==> config.mk <==
export PLATFORM = sky130hd
export DESIGN_NAME = dds_tone_capture_flat
export DESIGN_NICKNAME = d
export VERILOG_FILES = /design/src/rtl/dds_tone_capture_if.sv /design/src/rtl/dds_tone_capture.sv /design/src/flat_wrapper.sv
export SDC_FILE = /design/constraint.sdc
export NUM_CORES = 1
export LEC_CHECK = 0
export CORE_UTILIZATION = 50
export DETAILED_ROUTE_END_ITERATION = 12
export PLACE_DENSITY = 0.8
export SYNTH_ARGS = -nofsm -noshare
export SYNTH_HDL_FRONTEND = slang
export SYNTH_SLANG_ARGS = --single-unit
export TNS_END_PERCENT = 20
==> constraint.sdc <==
create_clock -name clk -period 4.8 [get_ports clk]
set_input_delay 1.2 -clock clk [delete_from_list [all_inputs] [get_ports clk]]
set_output_delay 1.2 -clock clk [all_outputs]
set_load 0.02 [all_outputs]
==> src/rtl/dds_tone_capture_if.sv <==
// Bundles the monitored DDS config/data streams and the result AXI-Stream for dds_tone_capture.
interface dds_tone_capture_if;
  logic        cfg_tvalid;
  logic        cfg_tready;
  logic [31:0] cfg_tdata;
  logic        dds_tvalid;
  logic [31:0] dds_tdata;
  logic        m_axis_res_tvalid;
  logic        m_axis_res_tready;
  logic [63:0] m_axis_res_tdata;

  modport master (
    output cfg_tvalid, cfg_tready, cfg_tdata, dds_tvalid, dds_tdata, m_axis_res_tready,
    input  m_axis_res_tvalid, m_axis_res_tdata
  );

  modport slave (
    input  cfg_tvalid, cfg_tready, cfg_tdata, dds_tvalid, dds_tdata, m_axis_res_tready,
    output m_axis_res_tvalid, m_axis_res_tdata
  );
endinterface

==> src/rtl/dds_tone_capture.sv <==
// Per-step tone capture: detects a new DDS phase step, skips settling samples, then reports
// peak |sin| / |cos| over a fixed window as one 64-bit record.
module dds_tone_capture #(
  parameter int DATA_W = 16,
  parameter int SETTLE = 8,
  parameter int WINDOW = 64,
  parameter int CNT_W  = 16
) (
  input  logic                clk,
  input  logic                rst,
  dds_tone_capture_if.slave   io,
  output logic                overflow,
  output logic                aborted,
  output logic [1:0]          state
);
  localparam logic [1:0] S_IDLE    = 2'd0;
  localparam logic [1:0] S_SETTLE  = 2'd1;
  localparam logic [1:0] S_MEASURE = 2'd2;
  localparam logic [1:0] S_EMIT    = 2'd3;

  localparam logic [1:0]       S_FIRST     = (SETTLE == 0) ? S_MEASURE : S_SETTLE;
  localparam logic [CNT_W-1:0] SETTLE_LAST = CNT_W'((SETTLE == 0) ? 0 : SETTLE - 1);
  localparam logic [CNT_W-1:0] WINDOW_LAST = CNT_W'(WINDOW - 1);

  logic [1:0]        r_state;
  logic [CNT_W-1:0]  r_cnt;
  logic [DATA_W-1:0] r_pk_sin, r_pk_cos;
  logic [31:0]       r_phase, r_last_phase, r_pend_phase;
  logic              r_last_valid, r_pend_valid;
  logic              r_tvalid;
  logic [63:0]       r_tdata;
  logic              r_overflow, r_aborted;

  logic [DATA_W-1:0] w_sin_abs, w_cos_abs, w_pk_sin_nxt, w_pk_cos_nxt;
  logic              w_ev, w_hs, w_start;
  logic [31:0]       w_start_phase;

  function automatic logic [DATA_W-1:0] f_abs(input logic [DATA_W-1:0] x);
    if (!x[DATA_W-1])
      return x;
    if (x == {1'b1, {(DATA_W-1){1'b0}}})
      return {1'b0, {(DATA_W-1){1'b1}}};
    return -x;
  endfunction

  always_comb begin
    w_sin_abs    = f_abs(io.dds_tdata[16 +: DATA_W]);
    w_cos_abs    = f_abs(io.dds_tdata[0 +: DATA_W]);
    w_pk_sin_nxt = (w_sin_abs > r_pk_sin) ? w_sin_abs : r_pk_sin;
    w_pk_cos_nxt = (w_cos_abs > r_pk_cos) ? w_cos_abs : r_pk_cos;
    w_ev = io.cfg_tvalid & io.cfg_tready & (~r_last_valid | (io.cfg_tdata != r_last_phase));
    w_hs = r_tvalid & io.m_axis_res_tready;
    // A fresh step begins from IDLE, on abort, or when a result drains with a step waiting.
    w_start = 1'b0;
    case (r_state)
      S_IDLE, S_SETTLE, S_MEASURE: w_start = w_ev;
      S_EMIT:                      w_start = w_hs & (w_ev | r_pend_valid);
      default:                     w_start = 1'b0;
    endcase
    w_start_phase = w_ev ? io.cfg_tdata : r_pend_phase;
  end

  always_ff @(posedge clk) begin
    if (rst) begin
      r_state      <= S_IDLE;
      r_cnt        <= '0;
      r_pk_sin     <= '0;
      r_pk_cos     <= '0;
      r_phase      <= '0;
      r_last_phase <= '0;
      r_last_valid <= 1'b0;
      r_pend_phase <= '0;
      r_pend_valid <= 1'b0;
      r_tvalid     <= 1'b0;
      r_tdata      <= '0;
      r_overflow   <= 1'b0;
      r_aborted    <= 1'b0;
    end else begin
      if (w_ev) begin
        r_last_phase <= io.cfg_tdata;
        r_last_valid <= 1'b1;
      end
      if (w_ev && (r_state == S_SETTLE || r_state == S_MEASURE))
        r_aborted <= 1'b1;
      if (r_state == S_EMIT) begin
        if (w_hs) begin
          r_tvalid     <= 1'b0;
          r_pend_valid <= 1'b0;
          if (!w_start)
            r_state <= S_IDLE;
        end else if (w_ev) begin
          if (r_pend_valid)
            r_overflow <= 1'b1;
          r_pend_phase <= io.cfg_tdata;
          r_pend_valid <= 1'b1;
        end
      end
      if (w_start) begin
        r_phase  <= w_start_phase;
        r_cnt    <= '0;
        r_pk_sin <= '0;
        r_pk_cos <= '0;
        r_state  <= S_FIRST;
      end else if (io.dds_tvalid) begin
        if (r_state == S_SETTLE) begin
          if (r_cnt == SETTLE_LAST) begin
            r_cnt   <= '0;
            r_state <= S_MEASURE;
          end else begin
            r_cnt <= r_cnt + 1'b1;
          end
        end else if (r_state == S_MEASURE) begin
          r_pk_sin <= w_pk_sin_nxt;
          r_pk_cos <= w_pk_cos_nxt;
          if (r_cnt == WINDOW_LAST) begin
            r_tdata  <= {r_phase, 16'(w_pk_sin_nxt), 16'(w_pk_cos_nxt)};
            r_tvalid <= 1'b1;
            r_state  <= S_EMIT;
          end else begin
            r_cnt <= r_cnt + 1'b1;
          end
        end
      end
    end
  end

  assign io.m_axis_res_tvalid = r_tvalid;
  assign io.m_axis_res_tdata  = r_tdata;
  assign overflow             = r_overflow;
  assign aborted              = r_aborted;
  assign state                = r_state;
endmodule
==> src/flat_wrapper.sv <==
// flat-port wrapper written by rule: the top's interface ports become plain ports
module dds_tone_capture_flat 
#(
  parameter int DATA_W = 16,
  parameter int SETTLE = 8,
  parameter int WINDOW = 64,
  parameter int CNT_W  = 16
)
  (clk, rst, overflow, aborted, state, io_cfg_tvalid, io_cfg_tready, io_cfg_tdata, io_dds_tvalid, io_dds_tdata, io_m_axis_res_tready, io_m_axis_res_tvalid, io_m_axis_res_tdata);
  dds_tone_capture_if io_i ();
  input  logic clk;
  input  logic rst;
  output logic overflow;
  output logic aborted;
  output logic [1:0] state;
  input wire logic [$bits(io_i.cfg_tvalid)-1:0] io_cfg_tvalid;
  input wire logic [$bits(io_i.cfg_tready)-1:0] io_cfg_tready;
  input wire logic [$bits(io_i.cfg_tdata)-1:0] io_cfg_tdata;
  input wire logic [$bits(io_i.dds_tvalid)-1:0] io_dds_tvalid;
  input wire logic [$bits(io_i.dds_tdata)-1:0] io_dds_tdata;
  input wire logic [$bits(io_i.m_axis_res_tready)-1:0] io_m_axis_res_tready;
  output wire logic [$bits(io_i.m_axis_res_tvalid)-1:0] io_m_axis_res_tvalid;
  output wire logic [$bits(io_i.m_axis_res_tdata)-1:0] io_m_axis_res_tdata;
  assign io_i.cfg_tvalid = io_cfg_tvalid;
  assign io_i.cfg_tready = io_cfg_tready;
  assign io_i.cfg_tdata = io_cfg_tdata;
  assign io_i.dds_tvalid = io_dds_tvalid;
  assign io_i.dds_tdata = io_dds_tdata;
  assign io_i.m_axis_res_tready = io_m_axis_res_tready;
  assign io_m_axis_res_tvalid = io_i.m_axis_res_tvalid;
  assign io_m_axis_res_tdata = io_i.m_axis_res_tdata;
  dds_tone_capture #(.DATA_W(DATA_W), .SETTLE(SETTLE), .WINDOW(WINDOW), .CNT_W(CNT_W)) u_core (.clk(clk), .rst(rst), .io(io_i), .overflow(overflow), .aborted(aborted), .state(state));
endmodule
==> flow_summary_export.csv <==
group,metric,value,unit
synth,synth.area.top_cells,"dfxtp_1 (42%), mux2i_1 (7.8%), nand2_1 (7.1%)",
placed_design,port_buffers,138,
clocking,cts.path.max_buffers,3,
timing,fmax,0.215,GHz
die,dieArea,21200,um^2
synth,postSynthCellCount,1232,
flow_run,drv_cap,0,
critical_path,path_cells,"clkdlybuf4s50_1 > or3_1 > or4_4 > nor2_2 > nand3_2 > buf_4 > nand2_1 > ha_1 > nand4_1 > or4_4 > a21oi_2 > nor3b_4 > buf_4 > nor2_4 > buf_4 > nor2_1 > a311oi_1",
power_and_ir_drop,powerDensity,294,nW/um^2
timing,post-route-period-util,0.970,
die,die_width,146,um
power_and_ir_drop,power.total,4.00,mW
critical_path,crit_path_end_kind,"register",
clocking,cts.sinks,215,
timing,tightest_slew,1.24,ns
drt,drt-pass1-iter-count,7,
placed_design,hpwl,19300,um
synth,synth_flop_cell,"dfxtp_1",
clocking,insertion_delay,0.51,ns
finish,layout_commonest_cell,"dfxtp_1",
timing,setup_viol,0,
die,initial_core_util,0.510,
drt,initialDrtViolationCount,554,
timing,slew_headroom,0.172,
die,die_h,146,um
power_and_ir_drop,irDropWorstVdd,152,uV
power_and_ir_drop,netSwitchingFraction,0.244,
synth,synth_cell_types,71,
worst_hold_path,min_delay_path_depth,2,
power_and_ir_drop,pwr-share-comb,0.126,
timing,finalHoldViolCount,0,
synth,synth_seq_area_share,0.417,
power_and_ir_drop,p_seq_frac,0.459,
clocking,cts_hold_buf,0,
power_and_ir_drop,intPower,3.02,mW
synth,syn-num-nets,1340,
power_and_ir_drop,p_leak,5.06,nW
clocking,cts_tree,"built",
synth,synth_edf_count,0,
critical_path,slowest_stage,"or4_4",
finish,final_cell_mix,"dfxtp_1 (215), nand2_1 (195), clkdlybuf4s50_1 (133)",
critical_path,critPathLaunchType,"input pin",
timing,final.min_clock_period,4.66,ns
drt,viasPerCell,5.52,
global_route,grt_max_degree,81,
critical_path,crit_type,"in2reg",
synth,synthDominantCellAreaShare,0.417,
die,ios,139,
drt,drc_errors,0,
finish,fin_nets,1565,
critical_path,r2r_cells,8,
global_route,overflow,0,
global_route,gr-usage-all-layers,0.258,
drt,ant_nets,0,
drt,avgRoutedWirePerCell,16.0,um
critical_path,crit_family,"simple AND/OR/NAND/NOR gates",
critical_path,max_stage_delay,0.55,ns
critical_path,cp.buffers_inverters,4,
power_and_ir_drop,p_switching,978,uW
clocking,numCtsBuffers,22,
placed_design,dpl.cell_count,1695,
placed_design,pre_cts_ws,-0.536,ns
synth,syn_area,10300,um^2
die,num_rows,52,
synth,synth_area_leader_cell,"dfxtp_1",
synth,async_flop_share,0,
finish,stdcell_count,1742,
finish,n_fill_cell,1594,
die,core,20200,um^2
timing,fin_worst_skew,0.0223,ns
synth,synth_warnings,0,
synth,synth_seq_cells,215,
placed_design,place.gp.congestion,0.886,
global_route,antenna_found_initial,1,
power_and_ir_drop,p_clk_frac,0.415,
finish,drive_above_1_share,0.145,
worst_hold_path,hold_class,"reg2reg",
status,outcome,"finished clean",
timing,fin_ws,0.143,ns
finish,fin_util,0.674,
critical_path,required,5.20,ns
clocking,clockRootBuffer,"clkbuf_16",
global_route,grt_pass1_vias,9213,
critical_path,cp_common_cell,"buf_4",
clocking,clk_pin_slew,0.06,ns
drt,finalWirelength,27900,um
synth,synth_area_per_cell,8.38,um^2
critical_path,worst-path-stages,17,
clocking,htreeDepth,1,
critical_path,crit_arrival,5.06,ns
finish,syn_to_final_growth,32.0,%
timing,fin_setup_tns,0,ns
critical_path,path_max_fanout,16,
global_route,grt_pass1_wl,45200,um
timing,finalMaxSlewViolations,0,
drt,vias,9608,
per-stage QoR:
| stage | hold WS, ns | cell area (um^2) |
|---|---|---|
| 2_1_floorplan | 0.433 | 10300 |
| 3_3_place_gp | 0.438 | 12700 |
| 3_5_place_dp | 0.444 | 12700 |
| 4_1_cts | 0.452 | 13400 |
| 5_1_grt | 0.471 | 13600 |
| 6_report | 0.449 | 13600 |
cells by family after synthesis:
kind of cell,Yosys count,share of synthesized area
flops,215,0.417
buf+inv,112,0.0463
mux,81,0.0789
xor+xnor,60,0.0509
compound gates,267,0.160
fa+ha+maj,38,0.0460
simple gates,459,0.202
cell type report:
class / instances / area, um^2 / area share
tap: 270 / 338 / 0.0248
clock inverter: 5 / 66.3 / 0.00487
antenna: 1 / 2.50 / 0.000184
multi-input combinational: 905 / 5700 / 0.418
inverter: 44 / 165 / 0.0121
timing repair buffer: 269 / 2420 / 0.178
clock buffer: 33 / 632 / 0.0464
sequential: 215 / 4300 / 0.316
worst min-delay path: cells and delay by family, from the launching register on:
family	cells	cell delay, ns
flops	1	0.31
compound gates	1	0.05
simple gates	1	0.05
path summary, 6_finish.rpt:
path / slack, ns / from / to
setup reg to reg: 1.56 / u_core.state[0] / u_core.r_phase[21]
hold reg to reg: 0.45 / u_core.io.m_axis_res_tdata[47] / u_core.io.m_axis_res_tdata[47]
setup / recovery: 0.14 / io_dds_tdata[23] / u_core.r_pk_sin[2]
hold / removal: 0.45 / u_core.io.m_axis_res_tdata[47] / u_core.io.m_axis_res_tdata[47]
sequential cells by signal (all words and copies together), names as in the netlist:
signal	flops
u_core.aborted	1
u_core.io.m_axis_res_tdata	64
u_core.io.m_axis_res_tvalid	1
u_core.overflow	1
u_core.r_cnt	16
u_core.r_last_phase	32
u_core.r_last_valid	1
u_core.r_pend_phase	32
u_core.r_pend_valid	1
u_core.r_phase	32
u_core.r_pk_cos	16
u_core.r_pk_sin	16
u_core.state	2
metal layers:
metal	global-route usage	vias up	share of wire
met5	0	-	0
met2	0.445	282	0.49
met3	0.0398	52	0.055
met1	0.328	4525	0.43
met4	0.0832	0	0.023
li1	-	4749	-
synthesized netlist by cell type, drive strengths merged (4+ instances only):
library cell,n
a31oi,4
a21oi,120
dfxtp,215
xor2,44
buf,31
or3,4
a211oi,17
ha,38
or2,5
nor3,33
o31ai,8
xnor2,16
o22ai,18
or4,5
nand3b,4
o21ai,51
nand4,12
nand2,199
clkbuf,37
nor2b,7
and3,5
nand3,27
nor2,132
mux2i,81
inv,44
o311ai,9
a21o,4
a311oi,17
nor4,14
power groups by stage:
stage | logic, mW | clock network (mW) | registers (mW)
final | 0.503 | 1.66 | 1.84
after CTS | 0.479 | 1.68 | 1.84
after global routing | 0.548 | 1.77 | 1.84
after detailed placement | 0.475 | 0 | 1.88
after global placement | 0.464 | 0 | 1.87
after floorplan | 0.259 | 0 | 1.87
timing repair:
action,4_1_cts,5_1_grt
resized for setup,1,31
buffers inserted,0,7
pin swaps,1,12
setup endpoints to repair,3,60
cloned,0,1
Note: power is estimated with default switching activity, not from simulation.
